**src/rtl/multicycle_controller_if.sv**
```systemverilog
// Control bundle between the multicycle RV32I datapath and its main FSM.
// The datapath (master) supplies instruction fields and Zero; the controller (slave) returns the control strobes.
interface multicycle_controller_if;
    logic [6:0] op;
    logic [2:0] funct3;
    logic       funct7b5;
    logic       Zero;
    logic       PCWrite;
    logic       AdrSrc;
    logic       MemWrite;
    logic       IRWrite;
    logic       RegWrite;
    logic [1:0] ResultSrc;
    logic [1:0] ALUSrcA;
    logic [1:0] ALUSrcB;
    logic [2:0] ALUControl;
    logic [1:0] ImmSrc;
    logic       Illegal;
    logic [3:0] State;

    modport master (
        output op, funct3, funct7b5, Zero,
        input  PCWrite, AdrSrc, MemWrite, IRWrite, RegWrite, ResultSrc,
               ALUSrcA, ALUSrcB, ALUControl, ImmSrc, Illegal, State
    );

    modport slave (
        input  op, funct3, funct7b5, Zero,
        output PCWrite, AdrSrc, MemWrite, IRWrite, RegWrite, ResultSrc,
               ALUSrcA, ALUSrcB, ALUControl, ImmSrc, Illegal, State
    );
endinterface

```
**src/rtl/multicycle_controller.sv**
```systemverilog
// Main control FSM of the multicycle RV32I core (lw, sw, R/I-type ALU, beq).
// Control outputs are registered together with the state, so they always match the state register.
module multicycle_controller (
    input  logic                          clk,
    input  logic                          reset,
    multicycle_controller_if.slave        bus
);
    typedef enum logic [3:0] {
        S_FETCH    = 4'd0,
        S_DECODE   = 4'd1,
        S_MEMADR   = 4'd2,
        S_MEMREAD  = 4'd3,
        S_MEMWB    = 4'd4,
        S_MEMWRITE = 4'd5,
        S_EXECR    = 4'd6,
        S_EXECI    = 4'd7,
        S_ALUWB    = 4'd8,
        S_BEQ      = 4'd9
    } state_t;

    localparam logic [6:0] OP_LW  = 7'b0000011;
    localparam logic [6:0] OP_SW  = 7'b0100011;
    localparam logic [6:0] OP_R   = 7'b0110011;
    localparam logic [6:0] OP_I   = 7'b0010011;
    localparam logic [6:0] OP_BEQ = 7'b1100011;

    state_t     r_state;
    logic       r_pc_write;
    logic       r_adr_src;
    logic       r_mem_write;
    logic       r_ir_write;
    logic       r_reg_write;
    logic       r_branch;
    logic [1:0] r_result_src;
    logic [1:0] r_alu_src_a;
    logic [1:0] r_alu_src_b;
    logic [1:0] r_alu_op;

    state_t     w_next_state;
    logic       w_pc_write;
    logic       w_adr_src;
    logic       w_mem_write;
    logic       w_ir_write;
    logic       w_reg_write;
    logic       w_branch;
    logic [1:0] w_result_src;
    logic [1:0] w_alu_src_a;
    logic [1:0] w_alu_src_b;
    logic [1:0] w_alu_op;
    logic       w_supported;
    logic [2:0] w_alu_control;
    logic [1:0] w_imm_src;

    assign w_supported = (bus.op == OP_LW) || (bus.op == OP_SW) || (bus.op == OP_R) ||
                         (bus.op == OP_I)  || (bus.op == OP_BEQ);

    always_comb begin
        w_next_state = S_FETCH;
        case (r_state)
            S_FETCH:   w_next_state = S_DECODE;
            S_DECODE: begin
                case (bus.op)
                    OP_LW, OP_SW: w_next_state = S_MEMADR;
                    OP_R:         w_next_state = S_EXECR;
                    OP_I:         w_next_state = S_EXECI;
                    OP_BEQ:       w_next_state = S_BEQ;
                    default:      w_next_state = S_FETCH;
                endcase
            end
            S_MEMADR:  w_next_state = (bus.op == OP_LW) ? S_MEMREAD : S_MEMWRITE;
            S_MEMREAD: w_next_state = S_MEMWB;
            S_EXECR,
            S_EXECI:   w_next_state = S_ALUWB;
            default:   w_next_state = S_FETCH;
        endcase

        // Outputs are decoded for the state being entered and registered alongside it.
        w_pc_write   = 1'b0;
        w_adr_src    = 1'b0;
        w_mem_write  = 1'b0;
        w_ir_write   = 1'b0;
        w_reg_write  = 1'b0;
        w_branch     = 1'b0;
        w_result_src = 2'b00;
        w_alu_src_a  = 2'b00;
        w_alu_src_b  = 2'b00;
        w_alu_op     = 2'b00;
        case (w_next_state)
            S_FETCH: begin
                w_ir_write   = 1'b1;
                w_pc_write   = 1'b1;
                w_alu_src_b  = 2'b10;
                w_result_src = 2'b10;
            end
            S_DECODE: begin
                w_alu_src_a = 2'b01;
                w_alu_src_b = 2'b01;
            end
            S_MEMADR: begin
                w_alu_src_a = 2'b10;
                w_alu_src_b = 2'b01;
            end
            S_MEMREAD: w_adr_src = 1'b1;
            S_MEMWB: begin
                w_result_src = 2'b01;
                w_reg_write  = 1'b1;
            end
            S_MEMWRITE: begin
                w_adr_src   = 1'b1;
                w_mem_write = 1'b1;
            end
            S_EXECR: begin
                w_alu_src_a = 2'b10;
                w_alu_op    = 2'b10;
            end
            S_EXECI: begin
                w_alu_src_a = 2'b10;
                w_alu_src_b = 2'b01;
                w_alu_op    = 2'b10;
            end
            S_ALUWB: w_reg_write = 1'b1;
            S_BEQ: begin
                w_alu_src_a = 2'b10;
                w_alu_op    = 2'b01;
                w_branch    = 1'b1;
            end
            default: ;
        endcase
    end

    always_ff @(posedge clk or posedge reset) begin
        if (reset) begin
            r_state      <= S_FETCH;
            r_pc_write   <= 1'b1;
            r_adr_src    <= 1'b0;
            r_mem_write  <= 1'b0;
            r_ir_write   <= 1'b1;
            r_reg_write  <= 1'b0;
            r_branch     <= 1'b0;
            r_result_src <= 2'b10;
            r_alu_src_a  <= 2'b00;
            r_alu_src_b  <= 2'b10;
            r_alu_op     <= 2'b00;
        end else begin
            r_state      <= w_next_state;
            r_pc_write   <= w_pc_write;
            r_adr_src    <= w_adr_src;
            r_mem_write  <= w_mem_write;
            r_ir_write   <= w_ir_write;
            r_reg_write  <= w_reg_write;
            r_branch     <= w_branch;
            r_result_src <= w_result_src;
            r_alu_src_a  <= w_alu_src_a;
            r_alu_src_b  <= w_alu_src_b;
            r_alu_op     <= w_alu_op;
        end
    end

    always_comb begin
        w_alu_control = 3'b000;
        case (r_alu_op)
            2'b01: w_alu_control = 3'b001;
            2'b10: begin
                case (bus.funct3)
                    3'b000:  w_alu_control = (bus.op[5] & bus.funct7b5) ? 3'b001 : 3'b000;
                    3'b010:  w_alu_control = 3'b101;
                    3'b110:  w_alu_control = 3'b011;
                    3'b111:  w_alu_control = 3'b010;
                    default: w_alu_control = 3'b000;
                endcase
            end
            default: w_alu_control = 3'b000;
        endcase
    end

    always_comb begin
        w_imm_src = 2'b00;
        if (bus.op == OP_SW)
            w_imm_src = 2'b01;
        else if (bus.op == OP_BEQ)
            w_imm_src = 2'b10;
    end

    // PC and IR enables are held off while reset is high even though the state already reads FETCH.
    assign bus.PCWrite    = ~reset & (r_pc_write | (r_branch & bus.Zero));
    assign bus.IRWrite    = ~reset & r_ir_write;
    assign bus.AdrSrc     = r_adr_src;
    assign bus.MemWrite   = r_mem_write;
    assign bus.RegWrite   = r_reg_write;
    assign bus.ResultSrc  = r_result_src;
    assign bus.ALUSrcA    = r_alu_src_a;
    assign bus.ALUSrcB    = r_alu_src_b;
    assign bus.ALUControl = w_alu_control;
    assign bus.ImmSrc     = w_imm_src;
    assign bus.Illegal    = (r_state == S_DECODE) & ~w_supported;
    assign bus.State      = r_state;
endmodule

```
**src/flat_wrapper.sv**
```systemverilog
// flat-port wrapper written by rule: the top's interface ports become plain ports
module multicycle_controller_flat 
  (clk, reset, bus_op, bus_funct3, bus_funct7b5, bus_Zero, bus_PCWrite, bus_AdrSrc, bus_MemWrite, bus_IRWrite, bus_RegWrite, bus_ResultSrc, bus_ALUSrcA, bus_ALUSrcB, bus_ALUControl, bus_ImmSrc, bus_Illegal, bus_State);
  multicycle_controller_if bus_i ();
  input  logic clk;
  input  logic reset;
  input wire logic [$bits(bus_i.op)-1:0] bus_op;
  input wire logic [$bits(bus_i.funct3)-1:0] bus_funct3;
  input wire logic [$bits(bus_i.funct7b5)-1:0] bus_funct7b5;
  input wire logic [$bits(bus_i.Zero)-1:0] bus_Zero;
  output wire logic [$bits(bus_i.PCWrite)-1:0] bus_PCWrite;
  output wire logic [$bits(bus_i.AdrSrc)-1:0] bus_AdrSrc;
  output wire logic [$bits(bus_i.MemWrite)-1:0] bus_MemWrite;
  output wire logic [$bits(bus_i.IRWrite)-1:0] bus_IRWrite;
  output wire logic [$bits(bus_i.RegWrite)-1:0] bus_RegWrite;
  output wire logic [$bits(bus_i.ResultSrc)-1:0] bus_ResultSrc;
  output wire logic [$bits(bus_i.ALUSrcA)-1:0] bus_ALUSrcA;
  output wire logic [$bits(bus_i.ALUSrcB)-1:0] bus_ALUSrcB;
  output wire logic [$bits(bus_i.ALUControl)-1:0] bus_ALUControl;
  output wire logic [$bits(bus_i.ImmSrc)-1:0] bus_ImmSrc;
  output wire logic [$bits(bus_i.Illegal)-1:0] bus_Illegal;
  output wire logic [$bits(bus_i.State)-1:0] bus_State;
  assign bus_i.op = bus_op;
  assign bus_i.funct3 = bus_funct3;
  assign bus_i.funct7b5 = bus_funct7b5;
  assign bus_i.Zero = bus_Zero;
  assign bus_PCWrite = bus_i.PCWrite;
  assign bus_AdrSrc = bus_i.AdrSrc;
  assign bus_MemWrite = bus_i.MemWrite;
  assign bus_IRWrite = bus_i.IRWrite;
  assign bus_RegWrite = bus_i.RegWrite;
  assign bus_ResultSrc = bus_i.ResultSrc;
  assign bus_ALUSrcA = bus_i.ALUSrcA;
  assign bus_ALUSrcB = bus_i.ALUSrcB;
  assign bus_ALUControl = bus_i.ALUControl;
  assign bus_ImmSrc = bus_i.ImmSrc;
  assign bus_Illegal = bus_i.Illegal;
  assign bus_State = bus_i.State;
  multicycle_controller u_core (.clk(clk), .reset(reset), .bus(bus_i));
endmodule
```
**config.mk**
```make
export PLATFORM = sky130hd
export DESIGN_NAME = multicycle_controller_flat
export DESIGN_NICKNAME = d
export VERILOG_FILES = /design/src/rtl/multicycle_controller_if.sv /design/src/rtl/multicycle_controller.sv /design/src/flat_wrapper.sv
export SDC_FILE = /design/constraint.sdc
export NUM_CORES = 1
export LEC_CHECK = 0
export BUFFER_PORTS_ARGS = -buffer_cell sky130_fd_sc_hd__buf_4
export CELL_PAD_IN_SITES_DETAIL_PLACEMENT = 1
export CELL_PAD_IN_SITES_GLOBAL_PLACEMENT = 1
export CORE_ASPECT_RATIO = 0.6
export CORE_MARGIN = 5
export CORE_UTILIZATION = 35
export DETAILED_ROUTE_END_ITERATION = 7
export PLACE_DENSITY_LB_ADDON = 0.1
export SYNTH_ARGS = -nofsm -noshare
export SYNTH_HDL_FRONTEND = slang
export SYNTH_SLANG_ARGS = --single-unit
```
**constraint.sdc**
```tcl
create_clock -name clk -period 2.25 [get_ports clk]
set_clock_uncertainty 0.1 [all_clocks]
set_input_delay 0.225 -clock clk [delete_from_list [all_inputs] [get_ports clk]]
set_output_delay 0.225 -clock clk [all_outputs]
set_load 0.02 [all_outputs]
```
Word level (Yosys, flattened, before mapping). Index checks and enable logic that the tools add are counted.

Register bits: 17. Input port bits: 14. Output and inout bits: 21. Word-level logic and storage cells: 73.

Equal/unequal tests: 24. Muxes and demuxes: 17. Bitwise gates (word level): 8. Reductions and logical operators: 14.

Operator list (count): $eq 4x3->1 const B (6); $pmux 4 s5 (1); $eq 4x2->1 const B (4); $pmux 2 s2 (4); $pmux 4 s4 (1); $eq 7x6->1 const B (2); $pmux 3 s4 (1); $reduce_or 2->1 (5); $eq 4x1->1 const B (2); $eq 4x4->1 const B (2); $logic_not 4->1 (2); $eq 7x2->1 const B (1); $eq 7x5->1 const B (1); $eq 7x7->1 const B (1); $eq 3x3->1 const B (2); $mux 1 (6); $pmux 3 s2 (1); $and 1x1->1 (5); $logic_or 1x1->1 (4); $mux 2 (2); $reduce_or 4->1 (1); $eq 3x2->1 const B (1); $logic_not 3->1 (1); $mux 3 (1); other kinds (5) (6).

Longest topological paths before layout.
Word-level depth: 7. Depth in mapped cells: 7. Gate-level depth less buffers: 6.

Least setup slack after synthesis. OpenSTA, ideal clock, no wires.

Kind: reg2out. Start point: register u_core.r_alu_op[0]. End point: output bus_ALUControl[2]. Arrival: 1.364 ns. Data required time: 1.925 ns. Setup slack: 0.561 ns. Stages on the path, launching flop included: 4. Path buffers: 0. Path through: dfrtp_1 > inv_1 > ha_1 > nor4_1.

Longest elaborated chain between the ends: 2. Elaborated cells on any way between the ends: 3. Classes of those cells: eq/ne: 2; mux: 1.

Ends and longest elaborated chain: start, declared (RTL line multicycle_controller.sv:37) `logic [1:0] r_alu_op;`; start signal, assigned (RTL line multicycle_controller.sv:155) `r_alu_op <= w_alu_op;`; $eq 2x2->1 or $eq 2x1->1 (tied branches) (RTL line multicycle_controller.sv:161) `case (r_alu_op)`; $pmux 3 s2 (*) (RTL line multicycle_controller.sv:161); end, declared (RTL line flat_wrapper.sv:19) `output wire logic [$bits(bus_i.ALUControl)-1:0] bus_ALUControl;`.

Mark *: on every way between the ends. The rest lies on a longest branch, timed or not.

Final worst setup path.
Start point: register u_core.r_state[3] (netlist: u_core.bus.State[3]). End point: output bus_Illegal.

Longest elaborated chain between the ends: 2.

Ends and longest elaborated chain: start, declared (RTL line multicycle_controller.sv:27) `state_t r_state;`; start signal, assigned (RTL line multicycle_controller.sv:145) `r_state <= w_next_state;`; $eq 4x1->1 (RTL line multicycle_controller.sv:195) `assign bus.Illegal = (r_state == S_DECODE) & ~w_supported;`; $and 1x1->1 (RTL line multicycle_controller.sv:195); end, declared (RTL line flat_wrapper.sv:21) `output wire logic [$bits(bus_i.Illegal)-1:0] bus_Illegal;`.

No other way between the ends.

==> flow_summary.ini <==
[finish]
fillers = 284
area_growth_pct = 36.81
layout-drive-gt1-share = 0.4083
insertedDiodeCount = 0
fin_nets = 137

[floorplanning]
die_x_um = 75.00
start_util = 0.3592
coreArea_um2 = 2470
fp.dieH_um = 49.00
ioPinCount = 35
num_rows = 14
die_area_um2 = 3674

[synthesis]
synth_xor_area_frac = 0
synth-seq-area-share = 0.4542
ys_warn_count = 0
synth_seq_cells = 16
synth_edf_count = 0
synth-compound-area-share = 0.1509
synthAdderAreaFrac = 0.02821
synth_nets = 101
synth_area_per_cell_um2 = 10.44
synthArstFlopShare = 1.000
yosys.area.top_type_share = 0.3949
synth_top_family_by_area = simple AND/OR/NAND/NOR gates
synth_flop_cell = dfrtp_1
ys_top_cells_by_area = dfrtp_1 (39%), dfstp_2 (5.9%), nor2_1 (4.7%)
synthDistinctLibCells = 36
netlist_instances = 85
mappedNetlistArea_um2 = 887.1
yosysTopAreaCell = dfrtp_1
yosys.area_share.simple = 0.2821
synthMuxAreaShare = 0

[timing]
fin_crit_sh = 0.8187
period_minus_slack_ns = 1.842
tightest_slew_ns = 0.6102
slew_viol_final = 0
max_freq_ghz = 0.5428
holdWs_ns = 0.1414
rsz0062_at_grt = false
slew_headroom = 0.5928
setup_tns_ns = 0
setup_viol = 0
layout_setup_ws_ns = 0.4078
finalHoldViolCount = 0

[cts]
tritoncts = done
clock-sinks = 16
ctsResizeCount = 0
cts_buffer_depth = 2
htree_levels = 1
clk_latency_ns = 0.25
cts_setup_buffers = 0
cts_made_buffers = 3
clk_pin_slew_ns = 0.06
cts_root_buf = clkbuf_8
hold_buffers = 1

[worst_setup_path]
crit_type = reg2out
required_ns = 1.92
cp-start-kind = register
cpMaxStageDelayCell = dfrtp_1
critPathMaxStageDelay_ns = 0.54
rr_worst_depth = 6
critical_path.max_fanout = 10
worstPathArrival_ns = 1.52
cp_cell_sequence = nor4b_4, nor2b_1, buf_4
cp-end-kind = output pin

[grt]
antenna_found_initial = 0
grt_pass1_wl_um = 4029
grt_pass1_vias = 804
groute.usage.overall = 0.1445
grt-ovfl-total = 0
grt_max_degree = 17

[routing]
vias = 772
drtIter0Drc = 23
dr.pass1.iters = 4
postRouteAntennaNets = 0
routed_wl_um = 2432
viasPerCell = 5.079
wl_per_cell_um = 16.00
drcViolationCount = 0

[placement]
port_buffers = 34
dp_hpwl_um = 1902
pre_cts_slack_ns = 0.4729
gp_congestion = 0.8774

[outcome]
outcome = finished, final reports clean

[power]
p_leak_nw = 0.6064
p_per_area_nw_per_um2 = 852.3
peakVddDrop_mv = 0.2793
power_mw = 1.034

[job]
drv_cap = 0

[worst_hold_path]
hp-class = in2reg
holdPathStages = 3
[metrics by stage]
stage	cell area, um^2	instances	utilization
2_1_floorplan	887.1	85	-
3_3_place_gp	1149	147	0.4650
3_5_place_dp	1149	147	0.4650
4_1_cts	1214	152	0.4914
5_1_grt	1214	152	0.4914
6_report	1214	152	0.4914
[final timing paths]
check                                              startpoint                         endpoint  slack, ns
worst max-delay path            u_core.bus.State[3]$_DFF_PP0_                      bus_Illegal       0.41
worst min-delay path                                bus_op[4]     u_core.r_alu_op[1]$_DFF_PP0_       0.14
worst max register to register  u_core.bus.State[3]$_DFF_PP0_  u_core.bus.ALUSrcB[0]$_DFF_PP0_       0.44
worst min register to register  u_core.bus.State[1]$_DFF_PP0_    u_core.bus.RegWrite$_DFF_PP0_       0.64
max in group asynchronous                               reset    u_core.bus.State[2]$_DFF_PP0_       1.13
min in group asynchronous                               reset        u_core.r_branch$_DFF_PP0_       0.53
[power breakdown]
group / switching (mW) / leakage [nW] / total (mW) / internal, mW
logic: 0.207 / 0.367 / 0.387 / 0.180
clock network: 0.0983 / 0.0288 / 0.253 / 0.155
registers: 0.0465 / 0.211 / 0.394 / 0.347
[layer usage]
layer / GRT usage / part of all wire / vias to the layer above / wire length (um)
li1: - / - / 370 / -
met1: 0.2053 / 0.46 / 374 / 1112
met2: 0.2110 / 0.46 / 26 / 1122
met3: 0.05144 / 0.079 / 2 / 191
met4: 0.02663 / 0.0025 / 0 / 6
met5: 0 / 0 / - / 0
[state kept, by name, summed over array words and instances (netlist names)]
register	flops
u_core.bus.AdrSrc	1
u_core.bus.State	4
u_core.bus.ResultSrc	1
u_core.bus.ALUSrcA	2
u_core.r_branch	1
u_core.bus.MemWrite	1
u_core.bus.ALUSrcB	2
u_core.bus.RegWrite	1
u_core.r_pc_write	1
u_core.r_alu_op	2
[placed cells by master, fill, tap and decap left out, types with 2 or more instances in the layout]
cell	n
a21oi_1	5
and3_1	2
buf_4	35
clkbuf_8	4
dfrtp_1	14
dfstp_2	2
ha_1	2
inv_1	8
nand2_1	4
nor2_1	11
nor2b_1	3
nor3_1	2
nor3b_1	2
nor4b_1	2
o32ai_1	2
[final cells by class]
type | instances | area [um^2] | area share
clock buffer | 4 | 55.05 | 0.04536
inverter | 9 | 33.78 | 0.02784
multi-input combinational | 55 | 409.1 | 0.3371
sequential | 16 | 402.9 | 0.3320
tap | 32 | 40.04 | 0.03299
timing repair buffer | 36 | 272.8 | 0.2247
[cell families (layout without fill, tap and decap cells)]
| family | after synthesis | after routing |
|---|---|---|
| AND/OR/NAND/NOR | 36 | 36 |
| AO/OA/AOI/OAI | 17 | 17 |
| flip-flops | 16 | 16 |
| buffers and inverters | 14 | 49 |
| adder cells (fa/ha/maj) | 2 | 2 |
[worst max-delay path: cells and delay by family (launching register included)]
family	cells	cell delay, ns
buf+inv	1	0.15
flops	1	0.54
simple gates	2	0.58
[Yosys cell counts (all sizes together) (3+ instances only)]
master	n
nor2	11
dfrtp	14
a21oi	5
nand2	4
nor2b	3
nor4b	3
buf	5
inv	9
Power figures use the tool's default switching activity.
